==> src/rtl/uart_pkg.sv <==
// Shared UART definitions: receiver FSM states, frame-length limits, parity helper.
// Pure definitions, no logic; used by the receiver and the transmitter.
package uart_pkg;

  localparam int UART_MIN_LEN = 5;
  localparam int UART_MAX_LEN = 8;

  typedef logic [2:0] rx_state_t;

  localparam rx_state_t IDLE      = 3'd0;
  localparam rx_state_t START     = 3'd1;
  localparam rx_state_t DATA      = 3'd2;
  localparam rx_state_t PARITY    = 3'd3;
  localparam rx_state_t STOP1     = 3'd4;
  localparam rx_state_t STOP2     = 3'd5;
  localparam rx_state_t DONE      = 3'd6;
  localparam rx_state_t WAIT_IDLE = 3'd7;

  // Out-of-range lengths fall back to a full byte.
  function automatic logic [3:0] uart_len(input logic [3:0] length);
    if (int'(length) < UART_MIN_LEN || int'(length) > UART_MAX_LEN)
      return 4'(UART_MAX_LEN);
    return length;
  endfunction

  function automatic logic uart_parity(input logic [7:0] data,
                                       input logic [3:0] length,
                                       input logic       parity_type);
    logic [7:0] masked;
    masked = '0;
    for (int i = 0; i < UART_MAX_LEN; i++)
      if (i < int'(length)) masked[i] = data[i];
    return parity_type ? ^masked : ~^masked;
  endfunction

endpackage

==> src/rtl/uart_rx_sync.sv <==
// 2-FF synchronizer for the serial line plus falling-edge detect; flops reset to idle-high.
// Latency 2 cycles to rxs, fall is combinational on the synchronized value; no backpressure.
module uart_rx_sync (
  input  logic rx_clk,
  input  logic rst,
  input  logic rx,
  output logic rxs,
  output logic fall
);

  logic meta_q;
  logic sync_q;
  logic prev_q;

  always_ff @(posedge rx_clk or posedge rst) begin
    if (rst) begin
      meta_q <= 1'b1;
      sync_q <= 1'b1;
      prev_q <= 1'b1;
    end else begin
      meta_q <= rx;
      sync_q <= meta_q;
      prev_q <= sync_q;
    end
  end

  assign rxs  = sync_q;
  assign fall = prev_q & ~sync_q;

endmodule

==> src/rtl/uart_rx.sv <==
// Oversampling UART receiver: 5-8 data bits LSB first, optional parity, 1 or 2 stop bits.
// rx_done ~3 cycles after the last stop-bit mid-point; no backpressure, frames are never stalled.
module uart_rx
  import uart_pkg::*;
#(
  parameter int OVERSAMPLE = 16
) (
  input  logic       rx_clk,
  input  logic       rst,
  input  logic       rx,
  input  logic [3:0] length,
  input  logic       parity_en,
  input  logic       parity_type,
  input  logic       stop2,
  output logic [7:0] rx_out,
  output logic       rx_done,
  output logic       rx_parity_err,
  output logic       rx_frame_err,
  output logic       rx_err
);

  localparam int            CW      = $clog2(OVERSAMPLE);
  localparam logic [CW-1:0] HALF_M1 = CW'(OVERSAMPLE / 2 - 1);
  localparam logic [CW-1:0] BIT_M1  = CW'(OVERSAMPLE - 1);

  logic          rxs;
  logic          fall;
  rx_state_t     state;
  logic [CW-1:0] cnt;
  logic [2:0]    bit_idx;
  logic [7:0]    shreg;
  logic [3:0]    lat_len;
  logic          lat_par_en;
  logic          lat_par_type;
  logic          lat_stop2;
  logic          par_err;
  logic          frm_err;
  logic          bit_end;

  uart_rx_sync u_sync (
    .rx_clk (rx_clk),
    .rst    (rst),
    .rx     (rx),
    .rxs    (rxs),
    .fall   (fall)
  );

  assign bit_end = (cnt == BIT_M1);

  always_ff @(posedge rx_clk or posedge rst) begin
    if (rst) begin
      state         <= IDLE;
      cnt           <= '0;
      bit_idx       <= '0;
      shreg         <= '0;
      lat_len       <= 4'(UART_MAX_LEN);
      lat_par_en    <= 1'b0;
      lat_par_type  <= 1'b0;
      lat_stop2     <= 1'b0;
      par_err       <= 1'b0;
      frm_err       <= 1'b0;
      rx_out        <= '0;
      rx_parity_err <= 1'b0;
      rx_frame_err  <= 1'b0;
    end else begin
      cnt <= cnt + 1'b1;
      case (state)
        IDLE: begin
          if (fall) begin
            cnt   <= '0;
            state <= START;
          end
        end
        START: begin
          if (cnt == HALF_M1) begin
            cnt <= '0;
            // A start bit that is high again at mid-bit was a glitch.
            if (!rxs) begin
              lat_len      <= uart_len(length);
              lat_par_en   <= parity_en;
              lat_par_type <= parity_type;
              lat_stop2    <= stop2;
              shreg        <= '0;
              bit_idx      <= '0;
              par_err      <= 1'b0;
              frm_err      <= 1'b0;
              state        <= DATA;
            end else begin
              state <= IDLE;
            end
          end
        end
        DATA: begin
          if (bit_end) begin
            cnt            <= '0;
            shreg[bit_idx] <= rxs;
            if ({1'b0, bit_idx} == lat_len - 4'd1)
              state <= lat_par_en ? PARITY : STOP1;
            else
              bit_idx <= bit_idx + 3'd1;
          end
        end
        PARITY: begin
          if (bit_end) begin
            cnt     <= '0;
            par_err <= (rxs != uart_parity(shreg, lat_len, lat_par_type));
            state   <= STOP1;
          end
        end
        STOP1: begin
          if (bit_end) begin
            cnt <= '0;
            if (lat_stop2) begin
              frm_err <= frm_err | ~rxs;
              state   <= STOP2;
            end else begin
              rx_out        <= shreg;
              rx_parity_err <= par_err;
              rx_frame_err  <= frm_err | ~rxs;
              state         <= DONE;
            end
          end
        end
        STOP2: begin
          if (bit_end) begin
            cnt           <= '0;
            rx_out        <= shreg;
            rx_parity_err <= par_err;
            rx_frame_err  <= frm_err | ~rxs;
            state         <= DONE;
          end
        end
        DONE: begin
          state <= rxs ? IDLE : WAIT_IDLE;
        end
        WAIT_IDLE: begin
          if (rxs) state <= IDLE;
        end
        default: state <= IDLE;
      endcase
    end
  end

  assign rx_done = (state == DONE);
  assign rx_err  = rx_parity_err | rx_frame_err;

endmodule

==> config.mk <==
export PLATFORM = sky130hd
export DESIGN_NAME = uart_rx
export DESIGN_NICKNAME = d
export VERILOG_FILES = /design/src/rtl/uart_pkg.sv /design/src/rtl/uart_rx_sync.sv /design/src/rtl/uart_rx.sv
export SDC_FILE = /design/constraint.sdc
export NUM_CORES = 1
export LEC_CHECK = 0
export ABC_CLOCK_PERIOD_IN_PS = 2100
export BUFFER_PORTS_ARGS = -buffer_cell sky130_fd_sc_hd__clkbuf_2
export CORE_MARGIN = 8
export CORE_UTILIZATION = 50
export CTS_BUF_LIST = sky130_fd_sc_hd__clkbuf_16
export DETAILED_ROUTE_END_ITERATION = 7
export GPL_ROUTABILITY_DRIVEN = 0
export PLACE_DENSITY_LB_ADDON = 0.15
export SYNTH_ARGS = -nofsm -noshare
export SYNTH_HDL_FRONTEND = slang
export SYNTH_SLANG_ARGS = --single-unit
==> constraint.sdc <==
create_clock -name rx_clk -period 2.1 [get_ports rx_clk]
set_clock_uncertainty 0.1 [all_clocks]
set_input_delay 0.21 -clock rx_clk [delete_from_list [all_inputs] [get_ports rx_clk]]
set_output_delay 0.21 -clock rx_clk [all_outputs]
set_load 0.02 [all_outputs]
==> results.txt, run 1 <==
Status - finished clean
Top cells by area, synth - dfrtp_1, o21ai_0, dfstp_2
Post-CTS Setup Bufs - 0
IO Count - 22
Crit-path max cell delay - 390 ps
Vias - 1907
Global-route congestion overflow total - 0
Setup CP Type - flop to flop
Yosys cell types - 49
Cell Area, Synth - 2300 um^2
Max_cap viols - 0
FF/Latch Area - 1010 um^2
FP Rows - 24
Total die area - 7040 um^2
Antenna-violating nets left - 0
Final Hold Viols - 0
Num CTS Buffers - 5
Placement Cell Area - 2530 um^2
Layout filler cell count - 395
Critical path, cell by cell - inv_1 -> ha_2 -> or3b_4 -> and3_1 -> a211o_1 -> a22o_1 -> a41oi_2
Ys flop type - dfrtp_1
Die Y - 83.9 um
Worst setup SP type - flop
Syn_nets - 261
Drc violations - 0
Rel. slew slack - 0.669
Multi-input logic area - 1220 um^2
Critical path capture point - par_err$_DFFE_PP0P_
Root buf cell - clkbuf_16
Final WS setup - 30.8 ps
Peak VDD IR - 0.000636 V
Setup crit end kind - flop
R2R Path End - par_err$_DFFE_PP0P_
Global-route total usage across every layer - 0.154
# setup viols final - 0
Via count of the first global-routing pass - 1958
Clock buffer depth - 2
Dpl ws - 41.2 ps
Clock sink count - 40
Synth top area share - 0.391
Final HPWL DP - 3.83 mm
FFs w/ async S/R, synth - 1.00
FF+latch count, synth - 40
RSZ-0062 raised after global routing - yes
Crit path time final - 2070 ps
Final slew viol count - 0
Skew-Pair Late Insertion Delay - 270 ps
Reg2Reg Depth - 7
Layout Nets - 294
Syn Area/Cell - 9.40 um^2
Die Wd - 83.9 um
CP Data Required Time - 2200 ps
Finished Cell Area - 2740 um^2
Pin slew with the least headroom to its limit - 497 ps
1st-iter DRT viols - 186
EDFF count, synth - 0
Reg clk slew, reported paths - 60 ps
Largest net degree at the start of global routing - 41
Slowest cell on crit path - or3b_4
Period utilization - 0.985
Pwr Density - 1310 nW/um^2
Max H-tree Level - 2
Sequential-to-total area share from yosys stat - 0.437
Dominant cell type by area after synthesis - dfrtp_1
R2R Path Start - lat_len[0]$_DFFE_PP0P_
Ys Warns - 0
Final wirelength - 5.33 mm
Fraction of layout cells with a size suffix above 1 - 0.233
# port buffers - 21
Worst Hold Class - input port to flop
Worst-path fanout max - 3
P_leak - 0.00131 uW
Initial Util - 0.525
Core area - 4380 um^2
Fmax - 483 MHz
R2R setup slack - 30 ps
Average wire per standard cell - 16.1 um
Global-route wire length before repair - 9.10 mm
CTS tree - done
Crit path launch - lat_len[0]$_DFFE_PP0P_
Initial antenna violation count - 0
Drt pass-1 iters - 6
Synth Instances - 245
Via density per instance - 5.76
# diodes - 0
Area delta synth->final - 19.0%
CP arrival - 2170 ps
-- worst max-delay path, delay by kind of cell (launching register included) --
kind,cells,cell delay [ps]
buffers and inverters,1,80
adders and majority gates,1,200
AOI/OAI and AO/OA,3,650
and+or+nand+nor,2,600
DFF,1,370
-- how the worst min path moves through the flow --
stage / start / cells past startpoint / end
6_report: stop2 / 3 / lat_stop2$_DFFE_PP0P_
5_1_grt: parity_type / 3 / lat_par_type$_DFFE_PP0P_
4_1_cts: stop2 / 3 / lat_stop2$_DFFE_PP0P_
3_5_place_dp: rx / 1 / u_sync.meta_q$_DFF_PP1_
3_3_place_gp: rx / 1 / u_sync.meta_q$_DFF_PP1_
2_1_floorplan: rx / 0 / u_sync.meta_q$_DFF_PP1_
-- layer usage --
metal,part of all wire,global-route usage,up-vias
met5,0,0,-
met4,0.0073,0.0518,0
met3,0.044,0.0332,4
met2,0.47,0.247,54
met1,0.48,0.198,902
li1,-,-,947
-- flip-flops by register name, indices dropped and copies added (netlist names), 3 cells and up --
register / count
rx_out: 8
state: 3
shreg: 8
cnt: 4
lat_len: 4
bit_idx: 3
-- cell families after synthesis --
group	after synthesis	synth area share
buffers and inverters	24	0.0451
multiplexers	10	0.0483
AO/OA/AOI/OAI	69	0.200
adder cells (fa/ha/maj)	6	0.0326
flip-flops	40	0.437
XOR/XNOR	9	0.0402
AND/OR/NAND/NOR	87	0.197
-- per-stage QoR --
stage                     total power (uW)  TNS [ps]  hold slack, ps  utilization  instances
final                                 3580         0            25.1        0.625        331
after floorplan                       2250         0             114            -        245
after global routing                  3850      -119            42.2        0.625        331
after detailed placement              2690         0             199        0.577        321
after CTS                             3560         0            22.7        0.619        331
after global placement                2660         0             198        0.577        321
-- cell usage in the layout, fill, tap and decap left out, types with 2 or more instances in the layout --
master,n
dfrtp_1,36
o21ai_0,26
nand2_1,24
clkbuf_2,21
nor2_1,16
buf_4,16
inv_1,11
a21oi_1,10
mux2_2,9
nor2b_1,8
nand2b_1,7
nand3_1,5
a22o_1,5
ha_1,5
clkbuf_16,5
xnor2_1,4
dfstp_2,4
nor3_1,3
xor2_1,3
and2_1,3
nand4_1,3
and3_1,3
a211o_1,3
o22ai_1,3
o31ai_1,3
nor3b_1,2
a31oi_1,2
and3b_1,2
nand3b_1,2
o211ai_1,2
o211a_1,2
o31a_1,2
a221oi_1,2
a21o_1,2
nor4_2,2
o2bb2ai_1,2
dlygate4sd3_1,2
-- synthesized netlist by cell type (2+ instances only) --
master,number
o211ai_1,2
a211o_1,3
nand2_1,24
o211a_1,2
and3b_1,2
a21o_1,2
inv_1,11
nor3b_1,2
ha_1,6
xnor2_1,4
a221oi_1,2
a22o_1,5
buf_2,5
nor3_1,3
o22ai_1,3
dfrtp_1,36
a31oi_1,2
nand4_1,3
o21ai_0,26
nand2b_1,7
mux2_2,9
nor2_1,16
o2bb2ai_1,2
nor2b_1,8
clkbuf_1,7
o31ai_1,3
and2_1,3
xor2_1,4
nand3b_1,2
a21oi_1,10
nand3_1,5
o31a_1,2
nor4_1,3
and3_1,3
dfstp_2,4
-- what timing repair did --
action                     in CTS  in global routing
hold endpoints to repair       37                  0
hold buffers                    2                  0
gates resized for setup         0                  6
setup endpoints to repair       0                  3
-- final cells by class --
type                            count  share of cell area
Clock buffer                        5              0.0457
Multi-Input combinational cell    181               0.445
Timing Repair Buffer               39              0.0895
Sequential cell                    40               0.367
Tap cell                           52              0.0237
Clock inverter                      3              0.0142
Inverter                           11              0.0151
-- report_power, final --
group          total (uW)  switching, uW  internal, uW
clock                 840            286           554
combinational        1530            833           701
sequential           1210            252           957
total                3580           1370          2210
Note: power is estimated with default switching activity, not from simulation.
==> inputs of run 2 (changes only) <==
MAX_ROUTING_LAYER = met4   (was default)
==> run 2 against run 1 <==
Combinational power about the same. Worst setup slack gained 1.9 ps. Largest power group unchanged. First-iteration DRC count shrank 6.5%. Final cell count stayed put. Non-clock buffer count stayed put. Largest cell class unchanged.
==> results.txt, run 2 (synthesis results as in run 1) <==
Vias - 1898 (was 1907)
RSZ-0062 raised after global routing - yes (unchanged)
CP arrival - 2170 ps (about the same)
Crit path max-delay family - compound AO/OA/AOI/OAI gates (unchanged)
Post-route insts no fill - 331 (unchanged)
Global-route congestion overflow total - 0 (unchanged)
Average wire per standard cell - 16.1 um (about the same)
# port buffers - 21 (unchanged)
Pwr Density - 1310 nW/um^2 (about the same)
Max H-tree Level - 2 (unchanged)
Finished Cell Area - 2740 um^2 (unchanged)
P_leak - 0.00131 uW (unchanged)
Core area - 4380 um^2 (unchanged)
CTS tree - done (unchanged)
Most common library cell in the layout ignoring fill and taps - dfrtp_1 (unchanged)
Multi-input logic area - 1220 um^2 (unchanged)
Via density per instance - 5.73 (was 5.76)
Period utilization - 0.984 (was 0.985)
Max_cap viols - 0 (unchanged)
CP Data Required Time - 2200 ps (about the same)
Die Wd - 83.9 um (unchanged)
Layout Nets - 294 (unchanged)
Fraction of layout cells with a size suffix above 1 - 0.233 (unchanged)
Critical path, cell by cell - inv_1 -> ha_2 -> or3b_4 -> and3_1 -> a211o_1 -> a22o_1 -> a41oi_2 (unchanged)
Final HPWL DP - 3.83 mm (unchanged)
Num CTS Buffers - 5 (unchanged)
Slowest cell on crit path - or3b_4 (unchanged)
Setup CP Type - flop to flop (unchanged)
Area delta synth->final - 19.0% (unchanged)
R2R Path Start - lat_len[0]$_DFFE_PP0P_ (unchanged)
Layout filler cell count - 395 (unchanged)
Worst setup SP type - flop (unchanged)
Largest net degree at the start of global routing - 41 (unchanged)
Initial antenna violation count - 0 (unchanged)
Drt pass-1 iters - 4 (was 6)
Reg clk slew, reported paths - 60 ps (about the same)
Fmax - 484 MHz (was 483 MHz)
Placement Cell Area - 2530 um^2 (unchanged)
Met1 wire length - 2.53 mm (was 2.55 mm)
Antenna-violating nets left - 0 (unchanged)
Crit path launch - lat_len[0]$_DFFE_PP0P_ (unchanged)
Initial Util - 0.525 (unchanged)
Root buf cell - clkbuf_16 (unchanged)
Commonest non-fill, non-tap cells in the layout - dfrtp_1, o21ai_0, nand2_1, clkbuf_2 (unchanged)
Global-route wire length before repair - 9.10 mm (unchanged)
Post-CTS Setup Bufs - 0 (unchanged)
Via count of the first global-routing pass - 1951 (was 1958)
Final Hold Viols - 0 (unchanged)
Biggest regs - rx_out (8), shreg (8) (unchanged)
Met2 WL post-DR - 2.55 mm (was 2.51 mm)
# setup viols final - 0 (unchanged)
Worst Hold Class - input port to flop (unchanged)
Clock buffer depth - 2 (unchanged)
Skew-Pair Late Insertion Delay - 280 ps (was 270 ps)
Placed cells - 321 (unchanged)
Hold path start - stop2 (unchanged)
Setup crit end kind - flop (unchanged)
1st-iter DRT viols - 174 (was 186)
IO Count - 22 (unchanged)
Status - finished clean (unchanged)
FF/Latch Area - 1010 um^2 (unchanged)
Worst-path fanout max - 3 (unchanged)
Worst Path Buf+Inv - 1 (unchanged)
Peak VDD IR - 0.000638 V (was 0.000636 V)
Clock sink count - 40 (unchanged)
Crit path time final - 2070 ps (about the same)
Final wirelength - 5.34 mm (was 5.33 mm)
Die Y - 83.9 um (unchanged)
Final slew viol count - 0 (unchanged)
Uppermost layer routed - met4 (unchanged)
Crit-path max cell delay - 390 ps (about the same)
Drc violations - 0 (unchanged)
Pin slew with the least headroom to its limit - 498 ps (was 497 ps)
Rel. slew slack - 0.668 (was 0.669)
FP Rows - 24 (unchanged)
Overall power - 3580 uW (about the same)
Total die area - 7040 um^2 (unchanged)
Total length of routed met3 wires - 227 um (was 235 um)
Global-route total usage across every layer - 0.158 (was 0.154)
# diodes - 0 (unchanged)
[run 2: what timing repair did]
| action | in CTS | in global routing |
|---|---|---|
| hold buffers | 2 | 0 |
| gates resized for setup | 0 | 6 |
| endpoints found under the hold margin | 37 | 0 |
| endpoints found under the setup margin | 0 | 3 |
[run 2: per-stage QoR]
| step | util | setup TNS, ps | setup WS [ps] | hold slack [ps] |
|---|---|---|---|---|
| 2_1_floorplan | - | 0 | 92.2 | 114 |
| 3_3_place_gp | 0.577 | 0 | 113 | 198 |
| 3_5_place_dp | 0.577 | 0 | 41.2 | 199 |
| 4_1_cts | 0.619 | 0 | 7.06 | 22.7 |
| 5_1_grt | 0.625 | -119 | -50.1 | 42.2 |
| 6_report | 0.625 | 0 | 32.7 | 24.4 |
[run 2: worst paths after layout]
path	endpoint	slack [ps]	depth (start not counted)
min in group asynchronous	par_err$_DFFE_PP0P_	480	4
worst min register to register	u_sync.rxs$_DFF_PP1_	260	0
worst max register to register	par_err$_DFFE_PP0P_	30	7
max in group asynchronous	lat_len[3]$_DFFE_PP1P_	1050	4
worst min-delay path	lat_stop2$_DFFE_PP0P_	20	3
worst max-delay path	par_err$_DFFE_PP0P_	30	7
[run 2: layout make-up]
class,count,area share
Timing Repair Buffer,39,0.0895
Clock buffer,5,0.0457
Sequential cell,40,0.367
Clock inverter,3,0.0142
Inverter,11,0.0151
Multi-Input combinational cell,181,0.445
Tap cell,52,0.0237
[run 2: metal layers]
layer / vias to the layer above / track usage
li1: 945 / -
met1: 901 / 0.200
met2: 50 / 0.246
met3: 2 / 0.0332
met4: 0 / 0.0518
met5: - / -
[run 2: worst reg2reg max path: cells and delay by family, from the launching register on]
| kind | cells | cell delay, ps |
|---|---|---|
| DFF | 1 | 370 |
| adders and majority gates | 1 | 200 |
| and+or+nand+nor | 2 | 600 |
| AOI/OAI and AO/OA | 3 | 650 |
| buffers and inverters | 1 | 80 |
[run 2: power breakdown]
part	switching, uW	total, uW	internal, uW	leakage (uW)
Combinational	833	1530	701	0.000711
Sequential	252	1210	957	0.000512
Clock	286	840	554	0.0000850
Total	1370	3580	2210	0.00131
==> inputs of run 3 (changes only) <==
RECOVER_POWER = 100   (was default)
==> run 3 against run 2 <==
Hold slack barely moved. Die area stayed put. Clock power about the same. Fmax fell by 0.30%. Combinational power about the same. Power down 0.16%. Wire length up 0.11%. Count of clock-buffer cells in the layout is the same. Critical path depth is the same. Sequential power hardly changed. Flip-flop and latch count did not move. Critical endpoint unchanged. Non-clock buffer count did not move.
==> results.txt, run 3 (synthesis results as in run 1) <==
Peak VDD IR - 0.000637 V (was 0.000638 V)
Num CTS Buffers - 5 (unchanged)
Fmax - 482 MHz (was 484 MHz)
Drc violations - 0 (unchanged)
Uppermost layer routed - met4 (unchanged)
Met1 wire length - 2.53 mm (unchanged)
Reg clk slew, reported paths - 60 ps (about the same)
Via density per instance - 5.74 (was 5.73)
Area delta synth->final - 18.0% (was 19.0%)
1st-iter DRT viols - 151 (was 174)
Drt pass-1 iters - 4 (unchanged)
Global-route total usage across every layer - 0.158 (unchanged)
Placement Cell Area - 2530 um^2 (unchanged)
Clock sink count - 40 (unchanged)
Worst Hold Class - input port to flop (unchanged)
Period utilization - 0.987 (was 0.984)
Overall power - 3580 uW (about the same)
Initial Util - 0.525 (unchanged)
P_leak - 0.00126 uW (was 0.00131 uW)
Rel. slew slack - 0.350 (was 0.668)
Pwr Density - 1320 nW/um^2 (was 1310 nW/um^2)
Skew-Pair Late Insertion Delay - 280 ps (about the same)
Fraction of layout cells with a size suffix above 1 - 0.190 (was 0.233)
Hold Slack - 24.6 ps (was 24.4 ps)
Layout Nets - 294 (unchanged)
Final HPWL DP - 3.83 mm (unchanged)
Worst-path fanout max - 3 (unchanged)
IO Count - 22 (unchanged)
Commonest non-fill, non-tap cells in the layout - dfrtp_1, o21ai_0, nand2_1, nor2_1, buf_4 (was dfrtp_1, o21ai_0, nand2_1, clkbuf_2)
Final wirelength - 5.35 mm (was 5.34 mm)
Core area - 4380 um^2 (unchanged)
Critical path, cell by cell - inv_1 -> ha_2 -> or3b_4 -> and3_1 -> a211o_1 -> a22o_1 -> a41oi_2 (unchanged)
CP arrival - 2170 ps (about the same)
# setup viols final - 0 (unchanged)
Worst Path Buf+Inv - 1 (unchanged)
Max H-tree Level - 2 (unchanged)
Via count of the first global-routing pass - 1951 (unchanged)
Finished Cell Area - 2720 um^2 (was 2740 um^2)
RSZ-0062 raised after global routing - yes (unchanged)
Setup CP Type - flop to flop (unchanged)
Crit-path max cell delay - 390 ps (about the same)
CP Data Required Time - 2200 ps (about the same)
Global-route wire length before repair - 9.10 mm (unchanged)
Final slew viol count - 0 (unchanged)
Status - finished clean (unchanged)
CTS tree - done (unchanged)
Largest net degree at the start of global routing - 41 (unchanged)
Final setup TNS - 0 ps (unchanged)
Most common library cell in the layout ignoring fill and taps - dfrtp_1 (unchanged)
Crit path max-delay family - compound AO/OA/AOI/OAI gates (unchanged)
Max_cap viols - 0 (unchanged)
Pin slew with the least headroom to its limit - 976 ps (was 498 ps)
Met2 WL post-DR - 2.55 mm (about the same)
Clock buffer depth - 2 (unchanged)
Die Y - 83.9 um (unchanged)
Initial antenna violation count - 0 (unchanged)
Slowest cell on crit path - or3b_4 (unchanged)
Crit path time final - 2070 ps (about the same)
Setup crit end kind - flop (unchanged)
# diodes - 0 (unchanged)
Vias - 1900 (was 1898)
# port buffers - 21 (unchanged)
Total die area - 7040 um^2 (unchanged)
Die Wd - 83.9 um (unchanged)
Worst setup SP type - flop (unchanged)
Root buf cell - clkbuf_16 (unchanged)
FP Rows - 24 (unchanged)
Total length of routed met3 wires - 241 um (was 227 um)
Average wire per standard cell - 16.2 um (was 16.1 um)
Biggest regs - rx_out (8), shreg (8) (unchanged)
Antenna-violating nets left - 0 (unchanged)
Final Hold Viols - 0 (unchanged)
Global-route congestion overflow total - 0 (unchanged)
## run 3: final timing paths
check	to	from	depth (start not counted)	slack (ps)
hold reg to reg	u_sync.rxs$_DFF_PP1_	u_sync.meta_q$_DFF_PP1_	0	260
max in group asynchronous	shreg[4]$_DFFE_PP0P_	rst	4	640
setup / recovery	par_err$_DFFE_PP0P_	lat_len[0]$_DFFE_PP0P_	7	30
setup reg to reg	par_err$_DFFE_PP0P_	lat_len[0]$_DFFE_PP0P_	7	30
min in group asynchronous	cnt[3]$_DFF_PP0_	rst	4	660
hold / removal	lat_stop2$_DFFE_PP0P_	stop2	3	20
## run 3: area by class of cell
type                    count  area (um^2)
repair buffers             39          223
fillers                   405         1670
clock buffers               5          125
multi-input cells         181         1220
clock inverters             3         38.8
inverters                  11         41.3
flip-flops and latches     40         1010
well taps                  52         65.1
## run 3: stage by stage
step	setup slack [ps]	util	std cells
final	26.4	0.620	331
after global routing	-50.1	0.620	331
after CTS	7.06	0.619	331
after detailed placement	41.2	0.577	321
after global placement	113	0.577	321
after floorplan	92.2	-	245
## run 3: power breakdown
part	internal, uW	switching (uW)
clock network	554	288
logic	695	833
registers	957	250
## run 3: what timing repair did
item                                   4_1_cts  5_1_grt
setup buffers                                0        0
gates resized for setup                      0        6
setup endpoints to repair                    0        3
hold buffers                                 2        0
endpoints found under the hold margin       37        0
## run 3: worst register-to-register path, stage by stage, from the launching register on
cell and delay (ps):
dfrtp_1 370, inv_1 80, ha_2 200, or3b_4 390, and3_1 210, a211o_1 260
a22o_1 230, a41oi_2 160
## run 3: routing by layer
| layer | vias to the layer above | global-route usage |
|---|---|---|
| li1 | 942 | - |
| met1 | 903 | 0.200 |
| met2 | 53 | 0.246 |
| met3 | 2 | 0.0332 |
| met4 | 0 | 0.0518 |
| met5 | - | - |
